### src/rtl/cpu_pkg.sv
// Shared encodings and types for the pipeline's writeback stage.
package cpu_pkg;

    localparam logic [2:0] LOAD_LW  = 3'd0;
    localparam logic [2:0] LOAD_LB  = 3'd1;
    localparam logic [2:0] LOAD_LBU = 3'd2;
    localparam logic [2:0] LOAD_LH  = 3'd3;
    localparam logic [2:0] LOAD_LHU = 3'd4;
    localparam logic [2:0] LOAD_LWL = 3'd5;
    localparam logic [2:0] LOAD_LWR = 3'd6;

    localparam logic [1:0] SEL_WB_ALU  = 2'd0;
    localparam logic [1:0] SEL_WB_LOAD = 2'd1;
    localparam logic [1:0] SEL_WB_LINK = 2'd2;

    typedef enum logic {
        ST_IDLE,
        ST_WAIT_DM
    } wb_state_e;

    // Fields of a pending load kept while waiting for the memory response
    typedef struct packed {
        logic [4:0] wr;
        logic       reg_wen;
        logic [2:0] load_type;
        logic [1:0] addr;
    } load_ctx_t;

endpackage

### src/rtl/wb_stage_if.sv
// MEM -> WB handshake bundle: the MEM stage is master, wb_stage is slave.
interface wb_stage_if;
    logic        mem_valid;
    logic        mem_ready;
    logic [4:0]  mem_wr;
    logic        mem_reg_wen;
    logic [1:0]  mem_sel_wbdata;
    logic [2:0]  mem_load_type;
    logic [31:0] mem_alu_res;
    logic [31:0] mem_pc;

    modport master (
        output mem_valid, mem_wr, mem_reg_wen, mem_sel_wbdata,
               mem_load_type, mem_alu_res, mem_pc,
        input  mem_ready
    );

    modport slave (
        input  mem_valid, mem_wr, mem_reg_wen, mem_sel_wbdata,
               mem_load_type, mem_alu_res, mem_pc,
        output mem_ready
    );
endinterface

### src/rtl/load_align.sv
// Aligns and extends a data-memory read word according to the load type and
// the low address bits; also produces the per-byte register write enables.
module load_align
    import cpu_pkg::*;
(
    input  logic [31:0] dm_rdata,
    input  logic [1:0]  addr,
    input  logic [2:0]  load_type,
    output logic [31:0] data,
    output logic [3:0]  be
);

    logic [31:0] shr_word;
    logic [31:0] shl_word;
    logic [7:0]  byte_sel;
    logic [15:0] half_sel;

    // ~addr equals 3-addr for a 2-bit value
    assign shr_word = dm_rdata >> {addr, 3'b000};
    assign shl_word = dm_rdata << {~addr, 3'b000};
    assign byte_sel = shr_word[7:0];
    assign half_sel = addr[1] ? dm_rdata[31:16] : dm_rdata[15:0];

    always_comb begin
        data = dm_rdata;
        be   = 4'b1111;
        case (load_type)
            LOAD_LB:  data = {{24{byte_sel[7]}}, byte_sel};
            LOAD_LBU: data = {24'd0, byte_sel};
            LOAD_LH:  data = {{16{half_sel[15]}}, half_sel};
            LOAD_LHU: data = {16'd0, half_sel};
            LOAD_LWL: begin
                data = shl_word;
                be   = 4'b1111 << ~addr;
            end
            LOAD_LWR: begin
                data = shr_word;
                be   = 4'b1111 >> addr;
            end
            default:  data = dm_rdata;
        endcase
    end

endmodule

### src/rtl/wb_stage.sv
// Writeback stage: retires instructions from MEM, waits for load data with a
// bounded timeout and drives the register-file write port.
module wb_stage
    import cpu_pkg::*;
#(
    parameter int TIMEOUT = 16,
    parameter int CNT_W   = 5
) (
    input  logic        clk,
    input  logic        rst,
    wb_stage_if.slave   mem,
    input  logic [31:0] dm_rdata,
    input  logic        dm_rvalid,
    output logic [31:0] wbdata,
    output logic [3:0]  reg_we,
    output logic [4:0]  wb_wr,
    output logic        load_timeout
);

    wb_state_e        state_q, state_d;
    logic [CNT_W-1:0] cnt_q, cnt_d;
    load_ctx_t        ctx_q, ctx_d;
    logic [31:0]      wbdata_q, wbdata_d;
    logic [3:0]       reg_we_q, reg_we_d;
    logic [4:0]       wb_wr_q, wb_wr_d;
    logic             timeout_q, timeout_d;

    logic [31:0]      align_data;
    logic [3:0]       align_be;
    logic             accept;

    load_align u_load_align (
        .dm_rdata  (dm_rdata),
        .addr      (ctx_q.addr),
        .load_type (ctx_q.load_type),
        .data      (align_data),
        .be        (align_be)
    );

    assign mem.mem_ready = (state_q == ST_IDLE) && !rst;
    assign accept        = mem.mem_valid && mem.mem_ready;

    always_comb begin
        state_d   = state_q;
        cnt_d     = cnt_q;
        ctx_d     = ctx_q;
        wbdata_d  = wbdata_q;
        wb_wr_d   = wb_wr_q;
        reg_we_d  = 4'b0000;
        timeout_d = 1'b0;
        case (state_q)
            ST_IDLE: begin
                if (accept) begin
                    if (mem.mem_sel_wbdata == SEL_WB_LOAD) begin
                        ctx_d = '{wr:        mem.mem_wr,
                                  reg_wen:   mem.mem_reg_wen,
                                  load_type: mem.mem_load_type,
                                  addr:      mem.mem_alu_res[1:0]};
                        cnt_d   = '0;
                        state_d = ST_WAIT_DM;
                    end else if (mem.mem_reg_wen && (mem.mem_wr != 5'd0)) begin
                        wbdata_d = (mem.mem_sel_wbdata == SEL_WB_LINK) ?
                                   (mem.mem_pc + 32'd8) : mem.mem_alu_res;
                        reg_we_d = 4'b1111;
                        wb_wr_d  = mem.mem_wr;
                    end
                end
            end
            ST_WAIT_DM: begin
                // A response on the last allowed cycle still wins over the timeout
                if (dm_rvalid) begin
                    state_d = ST_IDLE;
                    if (ctx_q.reg_wen && (ctx_q.wr != 5'd0)) begin
                        wbdata_d = align_data;
                        reg_we_d = align_be;
                        wb_wr_d  = ctx_q.wr;
                    end
                end else if (cnt_q == CNT_W'(TIMEOUT - 1)) begin
                    timeout_d = 1'b1;
                    state_d   = ST_IDLE;
                end else begin
                    cnt_d = cnt_q + 1'b1;
                end
            end
            default: state_d = ST_IDLE;
        endcase
    end

    always_ff @(posedge clk or posedge rst) begin
        if (rst) begin
            state_q   <= ST_IDLE;
            cnt_q     <= '0;
            ctx_q     <= '0;
            wbdata_q  <= 32'd0;
            reg_we_q  <= 4'b0000;
            wb_wr_q   <= 5'd0;
            timeout_q <= 1'b0;
        end else begin
            state_q   <= state_d;
            cnt_q     <= cnt_d;
            ctx_q     <= ctx_d;
            wbdata_q  <= wbdata_d;
            reg_we_q  <= reg_we_d;
            wb_wr_q   <= wb_wr_d;
            timeout_q <= timeout_d;
        end
    end

    assign wbdata       = wbdata_q;
    assign reg_we       = reg_we_q;
    assign wb_wr        = wb_wr_q;
    assign load_timeout = timeout_q;

endmodule

### src/flat_wrapper.sv
// flat-port wrapper written by rule: the top's interface ports become plain ports
module wb_stage_flat import cpu_pkg::*;
#(
    parameter int TIMEOUT = 16,
    parameter int CNT_W   = 5
)
  (clk, rst, dm_rdata, dm_rvalid, wbdata, reg_we, wb_wr, load_timeout, mem_mem_valid, mem_mem_wr, mem_mem_reg_wen, mem_mem_sel_wbdata, mem_mem_load_type, mem_mem_alu_res, mem_mem_pc, mem_mem_ready);
  wb_stage_if mem_i ();
  input  logic clk;
  input  logic rst;
  input  logic [31:0] dm_rdata;
  input  logic dm_rvalid;
  output logic [31:0] wbdata;
  output logic [3:0] reg_we;
  output logic [4:0] wb_wr;
  output logic load_timeout;
  input wire logic [$bits(mem_i.mem_valid)-1:0] mem_mem_valid;
  input wire logic [$bits(mem_i.mem_wr)-1:0] mem_mem_wr;
  input wire logic [$bits(mem_i.mem_reg_wen)-1:0] mem_mem_reg_wen;
  input wire logic [$bits(mem_i.mem_sel_wbdata)-1:0] mem_mem_sel_wbdata;
  input wire logic [$bits(mem_i.mem_load_type)-1:0] mem_mem_load_type;
  input wire logic [$bits(mem_i.mem_alu_res)-1:0] mem_mem_alu_res;
  input wire logic [$bits(mem_i.mem_pc)-1:0] mem_mem_pc;
  output wire logic [$bits(mem_i.mem_ready)-1:0] mem_mem_ready;
  assign mem_i.mem_valid = mem_mem_valid;
  assign mem_i.mem_wr = mem_mem_wr;
  assign mem_i.mem_reg_wen = mem_mem_reg_wen;
  assign mem_i.mem_sel_wbdata = mem_mem_sel_wbdata;
  assign mem_i.mem_load_type = mem_mem_load_type;
  assign mem_i.mem_alu_res = mem_mem_alu_res;
  assign mem_i.mem_pc = mem_mem_pc;
  assign mem_mem_ready = mem_i.mem_ready;
  wb_stage #(.TIMEOUT(TIMEOUT), .CNT_W(CNT_W)) u_core (.clk(clk), .rst(rst), .mem(mem_i), .dm_rdata(dm_rdata), .dm_rvalid(dm_rvalid), .wbdata(wbdata), .reg_we(reg_we), .wb_wr(wb_wr), .load_timeout(load_timeout));
endmodule
### config.mk
export PLATFORM = sky130hd
export DESIGN_NAME = wb_stage_flat
export DESIGN_NICKNAME = d
export VERILOG_FILES = /design/src/rtl/cpu_pkg.sv /design/src/rtl/wb_stage_if.sv /design/src/rtl/load_align.sv /design/src/rtl/wb_stage.sv /design/src/flat_wrapper.sv
export SDC_FILE = /design/constraint.sdc
export NUM_CORES = 1
export LEC_CHECK = 0
export CORE_MARGIN = 5
export CORE_UTILIZATION = 41
export CTS_CLUSTER_DIAMETER = 80
export DETAILED_ROUTE_END_ITERATION = 12
export PLACE_DENSITY = 0.71
export SLEW_MARGIN = 10
export SYNTH_ARGS = -nofsm -noshare
export SYNTH_HDL_FRONTEND = slang
export SYNTH_HIERARCHICAL = 1
export SYNTH_SLANG_ARGS = --single-unit
### constraint.sdc
create_clock -name clk -period 3 [get_ports clk]
set_clock_uncertainty 0.15 [all_clocks]
set_input_delay 0.45 -clock clk [delete_from_list [all_inputs] [get_ports clk]]
set_output_delay 0.45 -clock clk [all_outputs]
set_load 0.02 [all_outputs]
==> flow_summary.toml, run 1 <==
[outcome]
status = "finished clean"

[drt]
via_per_inst = 5.97
wl_per_cell_um = 20.5
drc = 0
vias = 6007
drt.antenna.violating_nets = 0
drt_iter0_markers = 577
drt-pass1-iter-count = 5
routed_wl_um = 20600

[finish]
fillers = 1171
final_cell_area_um2 = 7300
drive_gt1_frac = 0.109
finalNonFillerCells = 1007
regArea_um2 = 1480
antenna_cells = 0
fin_nets = 944
multiInputGateArea_um2 = 3440
syn2layout_area_growth_pct = 40.0

[synth]
ys_ff_latch = 59
async_reset_ff_frac = 1.00
yosysWarnings = 6
postSynthCellCount = 680
ys_top_cells_by_area = "dfrtp_1, nand2_1, a21oi_1, nor2_1, mux2_2"
yosysTopAreaCellShare = 0.283
synth_ff_type = "dfrtp_1"
syn-num-nets = 794
synth.distinct_cells = 69
avgSynthCellArea_um2 = 7.67
synth_edf_count = 0
synth_commonest_cells = "nand2_1, nor2_1, a21oi_1"
yosysSeqAreaShare = 0.283
yosysMostFrequentCell = "nand2_1"
synth_top_area_cell = "dfrtp_1"
synthesis.area_um2 = 5220

[timing]
finalHoldViolCount = 0
fin_ws_ns = 0.341
rsz0062_at_grt = "false"
worstMarginPinSlew_ns = 0.648
final-setup-viol-count = 0
relSlewSlack = 0.566
fin_crit_ns = 2.66
fmax_mhz = 376
tns_ns = 0
maxSlewViolCount = 0
finalCritPeriodShare = 0.886

[setup_path]
critPathLaunchType = "input pin"
cp_max_fo = 16
reg2reg_depth = 6
cp_data_arrival_time_ns = 2.71
reg2reg_to = "u_core/wbdata[19]"
r2r_slack_ns = 0.38
r2r_start = "u_core/ctx_q[1]"
path_class = "in2reg"
worstSetupEndpointType = "flip-flop"
cp.required_ns = 3.05

[placement]
pre_cts_ws_ns = 0.00281
placed_cell_area_um2 = 6990
placed_cells = 991
place_hpwl_um = 16100
routabilityCongestion = 0.975
numPortBuffers = 153

[global_route]
gr-total-overflow = 0
antenna_found_initial = 0
grt_start_max_net_pins = 43
grt_pass1_vias = 5769
grt_pass1_wl_um = 31700
grtUsageTotal = 0.271

[job]
drv_cap = 0

[cts]
root_buffer = "clkbuf_16"
cts_hold_buf = 0
cts.sinks = 59
cts_tree = "built"
htree_levels = 3
cts_buffers = 9
clk_path_buf_depth = 2
cts.repair.resized = 0
post_cts_buffers = 0
insertion_delay_ns = 0.33
clkTransAtPathRegs_ns = 0.06

[die]
initial_utilization = 0.415
rows = 41
core_um2 = 12600
io_pins = 154
die_w_um = 123
die_y_um = 123
fp.dieArea_um2 = 15100

[worst_hold_path]
holdPathStages = 2
hp-start = "u_core/wb_wr[3]"
hold_class = "reg2reg"
whs_endpoint = "u_core/wb_wr[3]"

[power_and_ir_drop]
vdd_drop_max_uv = 346
pwr_density_cell_nw_per_um2 = 625
leakage_nw = 2.89
-- state kept, by name, indices dropped and copies added (netlist names) --
name	count
u_core/cnt_q	5
u_core/reg_we	4
u_core/wb_wr	5
u_core/state_q	1
u_core/ctx_q	11
u_core/load_timeout	1
u_core/wbdata	32
-- metal layers --
metal | track usage | up-vias | routed length, um | share of wire
met1 | 0.365 | 2823 | 8570 | 0.42
met4 | 0.100 | 0 | 665 | 0.032
li1 | - | 2800 | - | -
met3 | 0.0631 | 50 | 1930 | 0.094
met5 | 0 | - | 0 | 0
met2 | 0.426 | 334 | 9460 | 0.46
-- how the worst max path moves through the flow --
stage                                from                 to  depth (start not counted)
after global placement      mem_mem_wr[1]  u_core/wbdata[17]                          7
final                       mem_mem_wr[1]  u_core/wbdata[28]                          7
after detailed placement    mem_mem_wr[2]  u_core/wbdata[28]                          7
after floorplan             mem_mem_wr[1]  u_core/wbdata[31]                          7
after global routing      u_core/ctx_q[1]  u_core/wbdata[19]                          6
after CTS                   mem_mem_wr[1]  u_core/wbdata[28]                          7
-- worst max-delay path, stage by stage --
cell,delay [ns]
clkdlybuf4s50_1,0.45
or4_4,0.55
o2111a_2,0.30
or2_1,0.46
buf_4,0.29
nor2_1,0.13
a31oi_1,0.06
-- layout make-up --
type | count | share of cell area
sequential | 59 | 0.202
multi-input combinational | 557 | 0.472
tap | 172 | 0.0295
timing repair buffer | 186 | 0.245
inverter | 17 | 0.00874
clock inverter | 7 | 0.0115
clock buffer | 9 | 0.0308
-- stage by stage --
stage          power (mW)  hold WS (ns)  utilization
3_5_place_dp         3.47         0.320        0.556
4_1_cts              4.56         0.333        0.581
5_1_grt              4.82         0.354        0.581
6_report             4.57         0.327        0.581
3_3_place_gp         3.46         0.316        0.556
2_1_floorplan        2.48         0.319            -
-- report_power, final --
group / switching (mW) / total [mW] / leakage [nW] / internal (mW)
Clock: 0.406 / 1.06 / 0.149 / 0.658
Sequential: 0.202 / 1.21 / 0.712 / 1.01
Combinational: 1.29 / 2.29 / 2.03 / 0.995
-- logic make-up (layout without fill, tap and decap cells) --
logic type	after synthesis	in the layout	synth area share
fa+ha+maj	3	3	0.00720
buf+inv	64	219	0.0576
compound gates	217	217	0.272
mux	47	47	0.0983
flops	59	59	0.283
simple gates	273	273	0.253
xor+xnor	17	17	0.0285
-- cell usage in the layout, fill, tap and decap left out, drive strengths merged, types with 8 or more instances in the layout --
master / n
mux2i: 22
clkdlybuf4s50: 153
and3: 19
mux2: 24
o21ai: 44
nand2b: 13
o2bb2ai: 10
nor4: 8
a31oi: 23
nor3: 8
a21oi: 65
buf: 33
clkbuf: 9
nand2: 91
nand3: 16
inv: 20
dfrtp: 59
nor2: 76
a22oi: 22
xnor2: 13
o221ai: 8
Note: power is estimated with default switching activity, not from simulation.
==> inputs of run 2 (changes only) <==
CTS_CLUSTER_DIAMETER = 100   (was 80)
CTS_CLUSTER_SIZE = 30   (was default)
==> results of run 2 <==
Same layout as run 1: the final DEF is identical, and so are final timing and power.
